`config.mk`:
```
export PLATFORM = sky130hd
export DESIGN_NAME = mem_ctrl
export DESIGN_NICKNAME = d
export VERILOG_FILES = /design/src/rtl/mem_ctrl.sv
export SDC_FILE = /design/constraint.sdc
export NUM_CORES = 1
export LEC_CHECK = 0
export ABC_AREA = 1
export BUFFER_PORTS_ARGS = -buffer_cell sky130_fd_sc_hd__buf_2
export CAP_MARGIN = 25
export CORE_MARGIN = 3
export CORE_UTILIZATION = 55
export DETAILED_ROUTE_END_ITERATION = 6
export GPL_ROUTABILITY_DRIVEN = 1
export HOLD_SLACK_MARGIN = 0.1
export PLACE_DENSITY = 0.8
export SLEW_MARGIN = 20
export SYNTH_ARGS = -nofsm -noshare
export SYNTH_HDL_FRONTEND = slang
export SYNTH_SLANG_ARGS = --single-unit
```
`constraint.sdc`:
```
create_clock -name clk -period 4.15 [get_ports clk]
set_input_delay 0.83 -clock clk [delete_from_list [all_inputs] [get_ports clk]]
set_output_delay 0.83 -clock clk [all_outputs]
set_load 0.01 [all_outputs]
```
`src/rtl/mem_ctrl.sv`:
```
// Byte-serialising memory controller: arbitrates the MEM data port over the IF fetch port
// and turns each captured request into single-byte accesses on a synchronous 8-bit RAM.
module mem_ctrl #(
    parameter int RAM_AW = 17
) (
    input  logic              clk,
    input  logic              rst,
    input  logic              dm_ce_i,
    input  logic              dm_we_i,
    input  logic [31:0]       dm_addr_i,
    input  logic [3:0]        dm_sel_i,
    input  logic [31:0]       dm_data_i,
    output logic [31:0]       dm_data_o,
    output logic              dm_busy_o,
    output logic              dm_done_o,
    input  logic              if_ce_i,
    input  logic [31:0]       if_addr_i,
    output logic [31:0]       if_data_o,
    output logic              if_busy_o,
    output logic              if_done_o,
    output logic [RAM_AW-1:0] ram_a_o,
    output logic              ram_wr_o,
    output logic [7:0]        ram_dout_o,
    input  logic [7:0]        ram_din_i
);

    typedef enum logic [1:0] {IDLE, RD, WR, DONE} state_t;
    localparam logic PDM = 1'b0;
    localparam logic PIF = 1'b1;

    state_t state_q, state_d;
    logic [2:0]  k_q, k_d;
    logic        srv_q, srv_d;
    logic        dm_full_q, dm_full_d, dm_we_q, dm_we_d;
    logic [31:0] dm_addr_q, dm_addr_d, dm_wdata_q, dm_wdata_d;
    logic [3:0]  dm_sel_q, dm_sel_d;
    logic        if_full_q, if_full_d;
    logic [31:0] if_addr_q, if_addr_d;
    logic [31:0] rd_buf_q, rd_buf_d;
    logic [31:0] dm_data_q, dm_data_d, if_data_q, if_data_d;
    logic        dm_busy_q, dm_busy_d, dm_done_q, dm_done_d;
    logic        if_busy_q, if_busy_d, if_done_q, if_done_d;
    logic [RAM_AW-1:0] ram_a_q, ram_a_d;
    logic        ram_wr_q, ram_wr_d;
    logic [7:0]  ram_dout_q, ram_dout_d;

    logic        start, pick, p_we, s_we;
    logic [2:0]  p_n, s_n;
    logic [31:0] p_addr, p_data, s_addr, s_data, a_nxt;
    logic [1:0]  kb, kc;

    // Transfer length in bytes; 0 marks an unsupported size.
    function automatic logic [2:0] sel_n(input logic [3:0] s);
        case (s)
            4'b0001: sel_n = 3'd1;
            4'b0010: sel_n = 3'd2;
            4'b0100: sel_n = 3'd4;
            default: sel_n = 3'd0;
        endcase
    endfunction

    always_comb begin
        state_d    = state_q;
        k_d        = k_q;
        srv_d      = srv_q;
        dm_full_d  = dm_full_q;
        dm_we_d    = dm_we_q;
        dm_addr_d  = dm_addr_q;
        dm_sel_d   = dm_sel_q;
        dm_wdata_d = dm_wdata_q;
        if_full_d  = if_full_q;
        if_addr_d  = if_addr_q;
        rd_buf_d   = rd_buf_q;
        dm_data_d  = dm_data_q;
        if_data_d  = if_data_q;
        dm_done_d  = 1'b0;
        if_done_d  = 1'b0;
        ram_a_d    = ram_a_q;
        ram_wr_d   = 1'b0;
        ram_dout_d = ram_dout_q;
        start      = 1'b0;
        pick       = PDM;
        p_we       = 1'b0;
        p_n        = 3'd0;
        p_addr     = 32'd0;
        p_data     = 32'd0;

        // Served slot frees as DONE ends; a port cannot refill while its done_o is high.
        if (state_q == DONE && srv_q == PDM) dm_full_d = 1'b0;
        if (state_q == DONE && srv_q == PIF) if_full_d = 1'b0;
        if (dm_ce_i && !dm_full_q && !dm_done_q) begin
            dm_full_d  = 1'b1;
            dm_we_d    = dm_we_i;
            dm_addr_d  = dm_addr_i;
            dm_sel_d   = dm_sel_i;
            dm_wdata_d = dm_data_i;
        end
        if (if_ce_i && !if_full_q && !if_done_q) begin
            if_full_d = 1'b1;
            if_addr_d = if_addr_i;
        end

        s_addr = (srv_q == PIF) ? if_addr_q : dm_addr_q;
        s_data = dm_wdata_q;
        s_we   = (srv_q == PIF) ? 1'b0 : dm_we_q;
        s_n    = (srv_q == PIF) ? 3'd4 : sel_n(dm_sel_q);
        kb     = k_q[1:0] + 2'd1;
        kc     = k_q[1:0] - 2'd1;
        a_nxt  = s_addr + {30'd0, kb};

        case (state_q)
            IDLE: begin
                if (dm_full_q) begin
                    start = 1'b1;
                    pick  = PDM;
                end else if (if_full_q) begin
                    start = 1'b1;
                    pick  = PIF;
                end
            end
            RD: begin
                k_d = k_q + 3'd1;
                if (k_q != 3'd0) rd_buf_d[8*kc +: 8] = ram_din_i;
                if (k_q + 3'd1 < s_n) ram_a_d = a_nxt[RAM_AW-1:0];
                if (k_q == s_n) begin
                    state_d = DONE;
                    if (srv_q == PDM) begin
                        dm_data_d = rd_buf_d;
                        dm_done_d = 1'b1;
                    end else begin
                        if_data_d = rd_buf_d;
                        if_done_d = 1'b1;
                    end
                end
            end
            WR: begin
                if (k_q + 3'd1 == s_n) begin
                    state_d   = DONE;
                    dm_done_d = 1'b1;
                end else begin
                    k_d        = k_q + 3'd1;
                    ram_a_d    = a_nxt[RAM_AW-1:0];
                    ram_dout_d = s_data[8*kb +: 8];
                    ram_wr_d   = s_we;
                end
            end
            DONE: begin
                if (srv_q == PDM && if_full_q) begin
                    start = 1'b1;
                    pick  = PIF;
                end else if (srv_q == PIF && dm_full_q) begin
                    start = 1'b1;
                    pick  = PDM;
                end else begin
                    state_d = IDLE;
                end
            end
            default: state_d = IDLE;
        endcase

        if (start) begin
            p_addr = (pick == PIF) ? if_addr_q : dm_addr_q;
            p_data = dm_wdata_q;
            p_we   = (pick == PIF) ? 1'b0 : dm_we_q;
            p_n    = (pick == PIF) ? 3'd4 : sel_n(dm_sel_q);
            srv_d  = pick;
            k_d    = 3'd0;
            if (p_n == 3'd0) begin
                state_d   = DONE;
                dm_done_d = 1'b1;
                dm_data_d = 32'd0;
            end else begin
                ram_a_d = p_addr[RAM_AW-1:0];
                if (p_we) begin
                    state_d    = WR;
                    ram_wr_d   = 1'b1;
                    ram_dout_d = p_data[7:0];
                end else begin
                    state_d  = RD;
                    rd_buf_d = 32'd0;
                end
            end
        end

        // Busy trails slot fill by one cycle and drops as done rises.
        dm_busy_d = dm_full_q & dm_full_d & ~dm_done_d;
        if_busy_d = if_full_q & if_full_d & ~if_done_d;
    end

    always_ff @(posedge clk) begin
        if (rst) begin
            state_q    <= IDLE;
            k_q        <= 3'd0;
            srv_q      <= PDM;
            dm_full_q  <= 1'b0;
            dm_we_q    <= 1'b0;
            dm_addr_q  <= 32'd0;
            dm_sel_q   <= 4'd0;
            dm_wdata_q <= 32'd0;
            if_full_q  <= 1'b0;
            if_addr_q  <= 32'd0;
            rd_buf_q   <= 32'd0;
            dm_data_q  <= 32'd0;
            if_data_q  <= 32'd0;
            dm_busy_q  <= 1'b0;
            dm_done_q  <= 1'b0;
            if_busy_q  <= 1'b0;
            if_done_q  <= 1'b0;
            ram_a_q    <= '0;
            ram_wr_q   <= 1'b0;
            ram_dout_q <= 8'd0;
        end else begin
            state_q    <= state_d;
            k_q        <= k_d;
            srv_q      <= srv_d;
            dm_full_q  <= dm_full_d;
            dm_we_q    <= dm_we_d;
            dm_addr_q  <= dm_addr_d;
            dm_sel_q   <= dm_sel_d;
            dm_wdata_q <= dm_wdata_d;
            if_full_q  <= if_full_d;
            if_addr_q  <= if_addr_d;
            rd_buf_q   <= rd_buf_d;
            dm_data_q  <= dm_data_d;
            if_data_q  <= if_data_d;
            dm_busy_q  <= dm_busy_d;
            dm_done_q  <= dm_done_d;
            if_busy_q  <= if_busy_d;
            if_done_q  <= if_done_d;
            ram_a_q    <= ram_a_d;
            ram_wr_q   <= ram_wr_d;
            ram_dout_q <= ram_dout_d;
        end
    end

    assign dm_data_o  = dm_data_q;
    assign dm_busy_o  = dm_busy_q;
    assign dm_done_o  = dm_done_q;
    assign if_data_o  = if_data_q;
    assign if_busy_o  = if_busy_q;
    assign if_done_o  = if_done_q;
    assign ram_a_o    = ram_a_q;
    assign ram_wr_o   = ram_wr_q;
    assign ram_dout_o = ram_dout_q;

endmodule
```
[Word-level counts from Yosys, hierarchy flattened]
Index checks and enable logic that the tools add are counted.
Storage, ports and cells
  bits in registers: 205
  input bits: 113
  output and inout port bits: 94
Cells by class
  $add $sub $neg: 5
  magnitude comparators: 1
  equal/unequal tests: 13
  shift operators: 3
  reductions and logical operators: 21
  mux-type cells: 65
  bitwise logic cells: 7
Operators with widths (count)
  $mux 32: 10
  $mux 17: 6
  $mux 8: 5
  $neg 5->34: 1
  $pmux 17 s2: 1
  $shift 8x34->32 const A: 1
  $shiftx 8x34->32: 1
  $bwmux 32: 1
  $shiftx 32x6->8: 1
  $mux 1: 25
  $add 17x2->17: 1
  $mux 2: 7
  $mux 3: 4
  $ne 3x3->1 const B: 4
  $pmux 3 s3: 1
  $logic_and 1x1->1: 8
  $eq 3x3->1: 2
  $pmux 1 s2: 3
  $pmux 2 s3: 1
  $pmux 3 s2: 1
  $reduce_and 5->1: 1
  $and 1x1->1: 4
  $eq 2x2->1 const B: 2
  $eq 4x1->1 const B: 1
  18 further kinds: 23

[Logic depth before layout (Yosys ltp)]
  depth after elaboration: 11
  gate-level depth with buffers: 17
  mapped depth without buffers: 15

[Least setup slack after synthesis]
OpenSTA, ideal clock, no wires.
  path kind: register to register
  start point: register k_q[0]
  end point: register ram_a_q[14] (netlist: ram_a_o[14])
  data required time: 4033 ps
  path slack: 1255 ps
  arrival: 2778 ps
  stages on the path, launching flop included: 16
  clock period less this slack: 2895 ps
  cell sequence: dfxtp_1 inv_2 clkbuf_1 ha_1 buf_2 clkinv_1 fa_1 nand3b_1 nor2_1 nand2_1 nor2_1 nand2_1 nand2_1 nor2_1 nor2_1 nor2_1
On the way
  word-level cells in the longest chain between the ends: 6
Ends and longest elaborated chain
  start, declared: RTL line 32  | logic [2:0] k_q, k_d;
  start signal, assigned: RTL line 214  | k_q <= k_d;
  $add 2x1->2 (*): RTL line 107  | kb = k_q[1:0] + 2'd1;
  net kb[0]: RTL line 50  | logic [1:0] kb, kc;
  $add 17x2->17 (*): RTL line 109  | a_nxt = s_addr + {30'd0, kb};
  $mux 17, on equally long branches: RTL line 137, 124
  $pmux 17 s2 (*): RTL line 111  | case (state_q)
  $mux 17: RTL line 168  | if (p_n == 3'd0) begin
  $mux 17 (*): RTL line 161  | if (start) begin
  end signal, assigned: RTL line 230  | ram_a_q <= ram_a_d;
  end, declared: RTL line 43  | logic [RAM_AW-1:0] ram_a_q, ram_a_d;
The timed path passes the listed nets; every way through them passes the cells marked *.
A chain may end at the register's enable or synchronous reset.

[Final worst setup path]
  start point: register k_q[1]
  end point: register ram_a_q[10] (netlist: ram_a_o[10])
The elaborated chain is that of the path after synthesis.

==> results.py <==
metrics = {
    "run_status": {
        "status": "completed",
    },
    "clock_tree": {
        "clk_pin_slew_ns": 0.06,
        "htree_levels": 1,
        "cts_tree": "yes",
        "hold_buffers": 0,
        "ctsRootBufferMaster": "clkbuf_16",
        "cts_made_buffers": 22,
        "post-cts-setup-buffers": 0,
        "clk-insertion-delay-late_ns": 0.50,
        "clock_sinks": 205,
        "cts_resized": 0,
        "clockBufferDepth": 3,
    },
    "timing": {
        "rsz0062_at_grt": "false",
        "period_share_pct": 82.3,
        "worst_pin_slew_ns": 0.794,
        "max_freq_ghz": 0.293,
        "report.final.slew_viol_count": 0,
        "slew_headroom_pct": 46.9,
        "period_needed_ns": 3.42,
        "final-hold-violation-count": 0,
        "fin_worst_skew_ns": 0.0137,
        "setup_viol_count_final": 0,
        "tns_ns": 0,
    },
    "worst_setup_path": {
        "path_buf_inv": 3,
        "crit_fanout": 13,
        "cp_num_cells": 13,
        "regToRegSetupSlack_ns": 0.73,
        "critPathLaunch": "k_q[1]",
        "setup.worst_path.end_class": "register",
        "critPathTopFamily": "adder cells",
        "path_cells": "inv_1, ha_1, clkinv_1, fa_1, nand3b_1, nor2_1, nand3_1, nand2_1, nand2_1, nand3_1, nand3_1, nand2_1, inv_1",
        "crit_arrival_ns": 3.81,
        "cp-start-kind": "register",
        "cp.required_ns": 4.54,
        "setup.worst_path.end": "ram_a_o[10]",
        "rr_startpoint": "k_q[1]",
        "path_class": "register to register",
        "cp_slowest_cell": "ha_1",
        "r2r_cells": 13,
        "reg2reg_to": "ram_a_o[10]",
        "cp_slowest_stage_delay_ns": 0.67,
    },
    "synthesis": {
        "synth-edff-count": 0,
        "synthCells": 1389,
        "synth-seq-cells": 205,
        "seq_area_frac_synth_pct": 41.3,
        "synth_top_area_cell": "dfxtp_1",
        "synth_top_family_by_area": "compound AO/OA/AOI/OAI gates",
        "synth_mux_area_share_pct": 0.706,
        "yosysWarnings": 0,
        "synth-xor-area-share_pct": 0.176,
        "avgSynthCellArea_um2": 7.15,
        "yosysUniqueCellTypes": 39,
        "netlist.area_leader.share_pct": 41.3,
        "syn_area_mm2": 0.00993,
        "synth_area_leaders": "dfxtp_1 41%, nand2_1 9.4%, o21ai_0 8.0%, inv_1 7.7%, a21oi_1 6.9%",
        "async_flop_share_pct": 0,
        "synth_adder_area_share_pct": 2.09,
        "synthesis.nets": 1518,
        "synth_top_flop_cell": "dfxtp_1",
        "synth_compound_area_share_pct": 22.0,
        "yosys.area_share.simple_pct": 21.4,
    },
    "route": {
        "antenna_left": 0,
        "routedWlPerCell_um": 14.3,
        "vias_per_cell": 5.35,
        "drc": 0,
        "num_vias": 9431,
        "finalWirelength_um": 25200,
        "drtIter0Drc": 665,
        "dr.pass1.iters": 5,
    },
    "place": {
        "numPortBuffers": 176,
        "place_hpwl_um": 17900,
        "routabilityCongestion": 0.902,
        "placed_area_mm2": 0.0108,
    },
    "die": {
        "start_util_pct": 56.8,
        "dieArea_mm2": 0.0197,
        "die_h_um": 140,
        "rows": 48,
        "fp.dieW_um": 140,
        "pin_count": 207,
        "coreArea_mm2": 0.0175,
    },
    "finish": {
        "drive_above_1_share_pct": 19.1,
        "final_area_mm2": 0.0116,
        "num-nets-final": 1650,
        "final.fill_count": 1523,
        "most-common-layout-cells": "248 x nand2_1, 205 x dfxtp_1, 204 x inv_1",
        "syn2layout_area_growth_pct": 16.4,
        "layout_commonest_cell": "nand2_1",
    },
    "min_path": {
        "hp-class": "register to register",
    },
    "global_route": {
        "grt_max_degree": 99,
        "antenna_found_initial": 0,
        "grt_pass1_vias": 8442,
        "track_usage_pct": 24.7,
        "grt_overflow_total": 0,
        "grt_pass1_wl_um": 41300,
    },
    "power_and_ir_drop": {
        "vdd_drop_max_v": 0.000473,
        "p_per_area_mw_per_mm2": 680,
        "leakage_nw": 5.42,
    },
    "run": {
        "cap_violations": 0,
    },
}
[synth_stat cells, drive strengths merged (4+ instances only)]
cell type and instances:
nand3 72, nand2 256, a21oi 139, dfxtp 205, a31oi 8, mux2i 7
clkbuf 39, clkinv 4, nand3b 6, inv 210, nand4 24, nor2 122
ha 15, o21ai 193, a211oi 31, o22ai 11, buf 42
[per-stage QoR]
step                utilization [%]  setup WS, ns  cells  power [W]  hold WS (ns)
global route                   66.1         0.460   1761    0.00843         0.460
floorplan                         -          1.25   1389    0.00509         0.420
detailed placement             62.0         0.816   1722    0.00590         0.432
global placement               61.6         0.895   1720    0.00578         0.428
CTS                            66.1         0.773   1761    0.00788         0.442
finish                         66.1         0.735   1762    0.00786         0.439
[layout make-up]
class	instances	area (um2)	share of cell area, %
multi-input combinational	889	4610	39.9
sequential	205	4100	35.5
timing repair buffer	189	1030	8.92
inverter	214	803	6.95
clock buffer	32	659	5.71
tap	225	282	2.44
clock inverter	7	66.3	0.574
antenna	1	2.50	0.0217
[layer usage]
metal	global-route usage (%)	part of all wire (%)	vias to the layer above
met5	0	0	-
met4	5.66	2.1	0
met3	4.51	8.1	40
met2	39.2	45	335
met1	35.2	45	4287
li1	-	-	4769
[logic make-up (layout without fill, tap and decap cells)]
family,Yosys count,after routing
xor+xnor,2,2
other cells,0,1
mux,7,7
simple gates,482,482
buf+inv,295,442
flops,205,205
compound gates,382,382
fa+ha+maj,16,16
[worst min-delay path by stage]
stage,startpoint,endpoint,slack (ns),cells past startpoint
2_1_floorplan,dm_wdata_q[10],dm_wdata_q[10],0.42,2
3_3_place_gp,dm_data_o[28],dm_data_o[28],0.43,2
3_5_place_dp,dm_data_o[2],dm_data_o[2],0.43,2
4_1_cts,dm_data_o[2],dm_data_o[2],0.44,2
5_1_grt,dm_wdata_q[20],dm_wdata_q[20],0.46,2
6_report,dm_data_o[10],dm_data_o[10],0.44,2
[flip-flops by register name, summed over array words and instances, names as in the netlist]
register,count
dm_done_o,1
if_addr_q,17
ram_dout_o,8
dm_busy_o,1
state_q,2
if_done_o,1
k_q,3
if_data_o,32
dm_wdata_q,32
if_busy_o,1
if_full_q,1
dm_data_o,32
dm_addr_q,17
dm_we_q,1
ram_wr_o,1
ram_a_o,17
dm_sel_q,4
srv_q,1
rd_buf_q,32
dm_full_q,1
[worst min-delay path, cell delays in order (launching register included)]
cell and delay (ns):
dfxtp_1 0.30, inv_1 0.05, a21oi_1 0.05
[report_power, final]
part           leakage, nW  switching [W]  internal (W)  total, W
logic                 3.39        0.00219       0.00107   0.00326
registers             1.68       0.000221       0.00243   0.00265
clock network        0.359       0.000794       0.00117   0.00196
total                 5.42        0.00320       0.00466   0.00786
No activity file was read; power rests on OpenSTA's default activity.
